**src/rtl/enigma_pkg.sv**
```systemverilog
// Shared Enigma constants: rotor wirings (III, II, I), notches, reflector B, FSM states
// and modulo-26 helpers used by the stream core and its rotor stage.
package enigma_pkg;

  localparam int ALPHA = 26;

  typedef logic [25:0][4:0] wiring_t;

  typedef enum logic [2:0] {
    ST_IDLE,
    ST_FWD,
    ST_REFL,
    ST_BWD,
    ST_DONE
  } state_t;

  // Wirings are written as letter strings; the first letter is the image of A.
  function automatic wiring_t wiring_from_text(input logic [8*26-1:0] txt);
    wiring_t w;
    for (int i = 0; i < 26; i++) begin
      w[i] = 5'(txt[8*(25-i) +: 8] - 8'd65);
    end
    return w;
  endfunction

  function automatic wiring_t invert_wiring(input wiring_t w);
    wiring_t r;
    r = '0;
    for (int i = 0; i < 26; i++) begin
      r[w[i]] = 5'(i);
    end
    return r;
  endfunction

  localparam wiring_t FWD_TBL_0 = wiring_from_text("BDFHJLCPRTXVZNYEIWGAKMUSQO");
  localparam wiring_t FWD_TBL_1 = wiring_from_text("AJDKSIRUXBLHWTMCQGZNPYFVOE");
  localparam wiring_t FWD_TBL_2 = wiring_from_text("EKMFLGDQVZNTOWYHXUSPAIBRCJ");
  localparam wiring_t REV_TBL_0 = invert_wiring(FWD_TBL_0);
  localparam wiring_t REV_TBL_1 = invert_wiring(FWD_TBL_1);
  localparam wiring_t REV_TBL_2 = invert_wiring(FWD_TBL_2);
  localparam wiring_t REFL_B    = wiring_from_text("YRUHQSLDPXNGOKMIEBFZCWVJAT");

  function automatic logic [1:0] tbl_of(input int k);
    logic [1:0] r;
    r = 2'd0;
    for (int i = 0; i < k; i++) begin
      r = (r == 2'd2) ? 2'd0 : r + 2'd1;
    end
    return r;
  endfunction

  function automatic logic [4:0] notch_of(input logic [1:0] tbl);
    case (tbl)
      2'd0:    return 5'd21;
      2'd1:    return 5'd4;
      default: return 5'd16;
    endcase
  endfunction

  function automatic logic [4:0] mod26_add(input logic [4:0] a, input logic [4:0] b);
    logic [5:0] s;
    s = {1'b0, a} + {1'b0, b};
    if (s >= 6'd26) s = s - 6'd26;
    return s[4:0];
  endfunction

  function automatic logic [4:0] mod26_sub(input logic [4:0] a, input logic [4:0] b);
    logic [5:0] s;
    s = {1'b0, a} - {1'b0, b};
    if (a < b) s = s + 6'd26;
    return s[4:0];
  endfunction

endpackage

```
**src/rtl/enigma_rotor_stage.sv**
```systemverilog
// One rotor pass: offset the character by the rotor position, look up the forward or
// reverse wiring, then remove the offset again.
module enigma_rotor_stage
  import enigma_pkg::*;
(
  input  logic [4:0] ch,
  input  logic [4:0] pos,
  input  logic [1:0] tbl,
  input  logic       dir,
  output logic [4:0] ch_out
);

  logic [4:0] idx;
  logic [4:0] wired;

  assign idx = mod26_add(ch, pos);

  always_comb begin
    wired = '0;
    case ({dir, tbl})
      3'b000:  wired = FWD_TBL_0[idx];
      3'b001:  wired = FWD_TBL_1[idx];
      3'b010:  wired = FWD_TBL_2[idx];
      3'b100:  wired = REV_TBL_0[idx];
      3'b101:  wired = REV_TBL_1[idx];
      3'b110:  wired = REV_TBL_2[idx];
      default: wired = '0;
    endcase
  end

  assign ch_out = mod26_sub(wired, pos);

endmodule

```
**src/rtl/enigma_stream_core.sv**
```systemverilog
// Sequential Enigma core: steps the rotors on accept, then walks one rotor stage per cycle
// forward, through reflector B and back, presenting the result on a valid/ready port.
module enigma_stream_core
  import enigma_pkg::*;
#(
  parameter int NUM_ROTORS = 3,
  parameter int CW         = 5
) (
  input  logic                     clk,
  input  logic                     rst,
  input  logic                     cfg_load,
  input  logic [NUM_ROTORS*CW-1:0] cfg_pos,
  input  logic                     in_valid,
  output logic                     in_ready,
  input  logic [CW-1:0]            in_char,
  output logic                     out_valid,
  input  logic                     out_ready,
  output logic [CW-1:0]            out_char,
  output logic [NUM_ROTORS*CW-1:0] pos_out
);

  localparam int KW = (NUM_ROTORS > 1) ? $clog2(NUM_ROTORS) : 1;

  state_t              state;
  logic [KW-1:0]       k_cnt;
  logic [CW-1:0]       c;
  logic                bypass;
  logic [4:0]          pos_q    [NUM_ROTORS];
  logic [4:0]          pos_next [NUM_ROTORS];
  logic [4:0]          pos_cfg  [NUM_ROTORS];
  logic [1:0]          rotor_tbl[NUM_ROTORS];
  logic [NUM_ROTORS-2:0] at_notch;
  logic [NUM_ROTORS-1:0] step;
  logic [4:0]          stage_out;
  logic                accept;
  logic                char_ok;

  assign in_ready = (state == ST_IDLE) & ~cfg_load;
  assign accept   = in_valid & in_ready;
  assign char_ok  = in_char < CW'(ALPHA);

  // Per-rotor wiring selection, odometer carry with double step, and config sanitising.
  for (genvar g = 0; g < NUM_ROTORS; g++) begin : g_rotor
    localparam logic [1:0] T = tbl_of(g);
    logic [CW-1:0] field;
    assign field        = cfg_pos[g*CW +: CW];
    assign rotor_tbl[g] = T;
    if (g < NUM_ROTORS - 1) begin : g_notch
      assign at_notch[g] = (pos_q[g] == notch_of(T));
    end
    if (g == 0) begin : g_fast
      assign step[g] = 1'b1;
    end else if (g <= NUM_ROTORS - 2) begin : g_mid
      assign step[g] = at_notch[g-1] | at_notch[g];
    end else begin : g_slow
      assign step[g] = at_notch[g-1];
    end
    assign pos_next[g]          = step[g] ? mod26_add(pos_q[g], 5'd1) : pos_q[g];
    assign pos_cfg[g]           = (field < CW'(ALPHA)) ? 5'(field) : 5'd0;
    assign pos_out[g*CW +: CW]  = CW'(pos_q[g]);
  end

  enigma_rotor_stage u_stage (
    .ch     (5'(c)),
    .pos    (pos_q[k_cnt]),
    .tbl    (rotor_tbl[k_cnt]),
    .dir    (state == ST_BWD),
    .ch_out (stage_out)
  );

  // DONE spends its first cycle raising out_valid, so results appear 2N+2 edges after accept.
  always_ff @(posedge clk) begin
    if (rst) begin
      state     <= ST_IDLE;
      k_cnt     <= '0;
      c         <= '0;
      bypass    <= 1'b0;
      out_valid <= 1'b0;
      out_char  <= '0;
      for (int k = 0; k < NUM_ROTORS; k++) pos_q[k] <= 5'd0;
    end else begin
      case (state)
        ST_IDLE: begin
          if (cfg_load) begin
            for (int k = 0; k < NUM_ROTORS; k++) pos_q[k] <= pos_cfg[k];
          end else if (accept) begin
            c      <= in_char;
            bypass <= ~char_ok;
            k_cnt  <= '0;
            state  <= ST_FWD;
            if (char_ok) begin
              for (int k = 0; k < NUM_ROTORS; k++) pos_q[k] <= pos_next[k];
            end
          end
        end
        ST_FWD: begin
          if (!bypass) c <= CW'(stage_out);
          if (k_cnt == KW'(NUM_ROTORS - 1)) state <= ST_REFL;
          else k_cnt <= k_cnt + 1'b1;
        end
        ST_REFL: begin
          if (!bypass) c <= CW'(REFL_B[5'(c)]);
          k_cnt <= KW'(NUM_ROTORS - 1);
          state <= ST_BWD;
        end
        ST_BWD: begin
          if (!bypass) c <= CW'(stage_out);
          if (k_cnt == '0) begin
            out_char <= bypass ? c : CW'(stage_out);
            state    <= ST_DONE;
          end else begin
            k_cnt <= k_cnt - 1'b1;
          end
        end
        ST_DONE: begin
          if (!out_valid) begin
            out_valid <= 1'b1;
          end else if (out_ready) begin
            out_valid <= 1'b0;
            state     <= ST_IDLE;
          end
        end
        default: state <= ST_IDLE;
      endcase
    end
  end

endmodule

```
**config.mk**
```make
export PLATFORM = sky130hd
export DESIGN_NAME = enigma_stream_core
export DESIGN_NICKNAME = d
export VERILOG_FILES = /design/src/rtl/enigma_pkg.sv /design/src/rtl/enigma_rotor_stage.sv /design/src/rtl/enigma_stream_core.sv
export SDC_FILE = /design/constraint.sdc
export NUM_CORES = 1
export LEC_CHECK = 0
export ABC_AREA = 1
export CORE_ASPECT_RATIO = 0.7
export CORE_UTILIZATION = 64
export CTS_CLUSTER_SIZE = 20
export DETAILED_ROUTE_END_ITERATION = 12
export PLACE_DENSITY = 0.88
export SLEW_MARGIN = 20
export SYNTH_ARGS = -nofsm -noshare
export SYNTH_HDL_FRONTEND = slang
export SYNTH_SLANG_ARGS = --single-unit
```
**constraint.sdc**
```tcl
create_clock -name clk -period 11.88 [get_ports clk]
set_input_delay 1.188 -clock clk [delete_from_list [all_inputs] [get_ports clk]]
set_output_delay 1.188 -clock clk [all_outputs]
set_load 0.01 [all_outputs]
```
==> summary.md <==
| Metric | Value |
|---|---|
| Status | completed |
| Resize count post-CTS | 0 |
| N_diodes | 0 |
| Clk_skew | 0.0107 ns |
| Ports | 47 |
| CP dominant cell by count | nand2_1 |
| Commonest non-fill, non-tap cell in the layout | nand2_1 |
| Crit path time final | 6.37 ns |
| HPWL Detailed | 11900 um |
| Synth area leader | nand2_1 |
| Crit path required time | 12.08 ns |
| Fin area | 5520 um2 |
| Hold EP | out_valid$_SDFFE_PP0N_ |
| Worst hold path startpoint | out_valid$_SDFFE_PP0N_ |
| Starting DRT DRC Count | 868 |
| Via/cell ratio | 6.00 |
| WL/cell | 16.4 um |
| Yosys top cell area share | 19.5% |
| FF-to-FF Start | pos_q[1][1]$_DFFE_PP_ |
| WHS | 0.485 ns |
| Largest net degree at the start of global routing | 46 |
| Layout Nets | 915 |
| Period Utilization, post-route | 53.6% |
| Number of synthesized flops with an enable pin | 15 |
| Top delay family on crit path | simple AND/OR/NAND/NOR gates |
| Vias in the first global route | 4877 |
| Max Cap Viol | 0 |
| Final setup violation count | 0 |
| Final Max Slew Viols | 0 |
| Avg Inst Size Synth | 6.12 um2 |
| CP Max Fanout | 8 |
| Slew Limit Headroom | 35.2% |
| Worst-margin pin slew | 0.968 ns |
| Worst setup EP type | flop |
| H-tree lvl count | 2 |
| DRC Markers | 0 |
| Hold depth | 2 |
| Clk_lat worst skew | 0.30 ns |
| Mapped Nets | 874 |
| Synth warn | 0 |
| Total gr overflow | 0 |
| Detailed Routing Iterations Pass 1 | 6 |
| Highest Clock Rate | 157 MHz |
| Buffers & Inverters on Critical Path | 3 |
| Core Region | 7380 um2 |
| Setup ws final | 5.51 ns |
| Startpoint Class | flop |
| TritonCTS Buffers | 5 |
| Critical Path AT | 6.57 ns |
| Delay of the slowest critical-path stage | 0.56 ns |
| Place WS | 5.77 ns |
| Gpl congestion | 1.12 |
| Worst path slowest cell | fa_1 |
| Chip width | 107 um |
| ANT nets after route | 0 |
| Post-CTS setup buffer count | 0 |
| Final setup TNS | 0 ns |
| Die area | 8050 um2 |
| CTS root buf | clkbuf_8 |
| Port bufs | 46 |
| RSZ-0062 raised after global routing | no |
| Deepest clock path buffer count | 2 |
| Synthesized area | 4920 um2 |
| Cells after Synth | 804 |
| Share of post-route cells with drive strength above 1 | 6.74% |
| Crit path kind | reg -> reg |
| Leading cell types in the layout, fill and taps excluded | 255 x nand2_1, 108 x nand3_1, 103 x inv_1 |
| Die Ht | 75.4 um |
| Synth area leaders | nand2_1 19%, nand3_1 11%, ha_1 11%, dfxtp_1 9.8%, edfxtp_1 9.2% |
| DRT Wirelength | 15500 um |
| Hold crit path type | reg -> reg |
| Post-synthesis register bit count | 39 |
| CTS Sinks | 39 |
| Site Rows | 26 |
| GRT Total Usage | 38.3% |
| Clock slew at reported path FFs | 0.09 ns |
| Ys flop type | dfxtp_1 |
| Syn-to-layout area delta | 12.2% |
| Post-synth ARST share | 0% |
| Total vias in the final route | 5667 |
| Starting Density | 66.6% |
| Sequential area share after synthesis | 18.9% |
| Initial antenna violation count | 0 |
| DP Area | 5420 um2 |
| Worst reg2reg path depth | 40 |
| Hold Buf Count CTS | 0 |
| Synth unique cells | 46 |
| Hold Violations, Final | 0 |
| R2R setup slack | 5.51 ns |
| Fillers | 604 |
| TritonCTS clock tree | done |
| First-pass GRT wire length | 23900 um |
[through the flow]
step / utilization, % / std cells
global placement: 73.4 / 936
finish: 74.8 / 944
detailed placement: 73.4 / 936
global route: 74.8 / 944
floorplan: - / 804
CTS: 74.8 / 944
[tightest hold or removal path: stages (launching register included)]
cell and delay (ns):
dfxtp_1 0.33, nand2_1 0.06, a21oi_1 0.05
[how the worst max path moves through the flow]
stage / endpoint / slack (ns) / start / depth (start not counted)
global placement: flop / 5.98 / pos_q[2][1]$_DFFE_PP_ / 37
global route: flop / 5.09 / pos_q[1][1]$_DFFE_PP_ / 42
detailed placement: flop / 5.77 / pos_q[2][1]$_DFFE_PP_ / 40
finish: flop / 5.51 / pos_q[1][1]$_DFFE_PP_ / 40
CTS: flop / 5.73 / pos_q[1][1]$_DFFE_PP_ / 40
floorplan: flop / 6.68 / flop / 44
[logic make-up after synthesis]
group	count (synthesis)	synth area share [%]
DFF	39	18.9
xor gates and xnor gates	18	3.36
and+or+nand+nor	474	43.7
adders and majority gates	45	11.7
buffers and inverters	124	10.4
AOI/OAI and AO/OA	104	11.9
[cell usage after synthesis (3+ instances only)]
library cell and count:
edfxtp_1 15, nor2_1 61, nand3_1 108, nand2_4 8, a21oi_1 42, xor2_1 9, inv_2 4, inv_1 103
buf_2 4, ha_1 43, dfxtp_1 24, nand4_1 6, o21ai_0 33, o21ai_1 7, nor2_2 7, or2_2 6
o211ai_1 7, nand2_2 10, xnor2_1 8, buf_4 3, a32o_1 3, nand2_1 255, nand3_2 4, buf_6 4
[per-layer routing]
metal,track usage (%),part of all wire (%),up-vias
li1,-,-,2695
met1,53.3,42,2529
met2,56.3,41,394
met3,15.3,15,47
met4,7.46,1.7,2
met5,0,0.19,-
[final cells by class]
cell class | count | area, um2 | area share [%]
Multi-Input combinational cell | 641 | 3480 | 62.9
Clock buffer | 7 | 96.3 | 1.74
Tap cell | 98 | 123 | 2.22
Inverter | 110 | 415 | 7.52
Timing Repair Buffer | 48 | 475 | 8.61
Sequential cell | 39 | 931 | 16.9
Clock inverter | 1 | 6.26 | 0.113
Power is not shown: default switching activity piles up to over one toggle a cycle in this logic, so the estimate is an artifact.
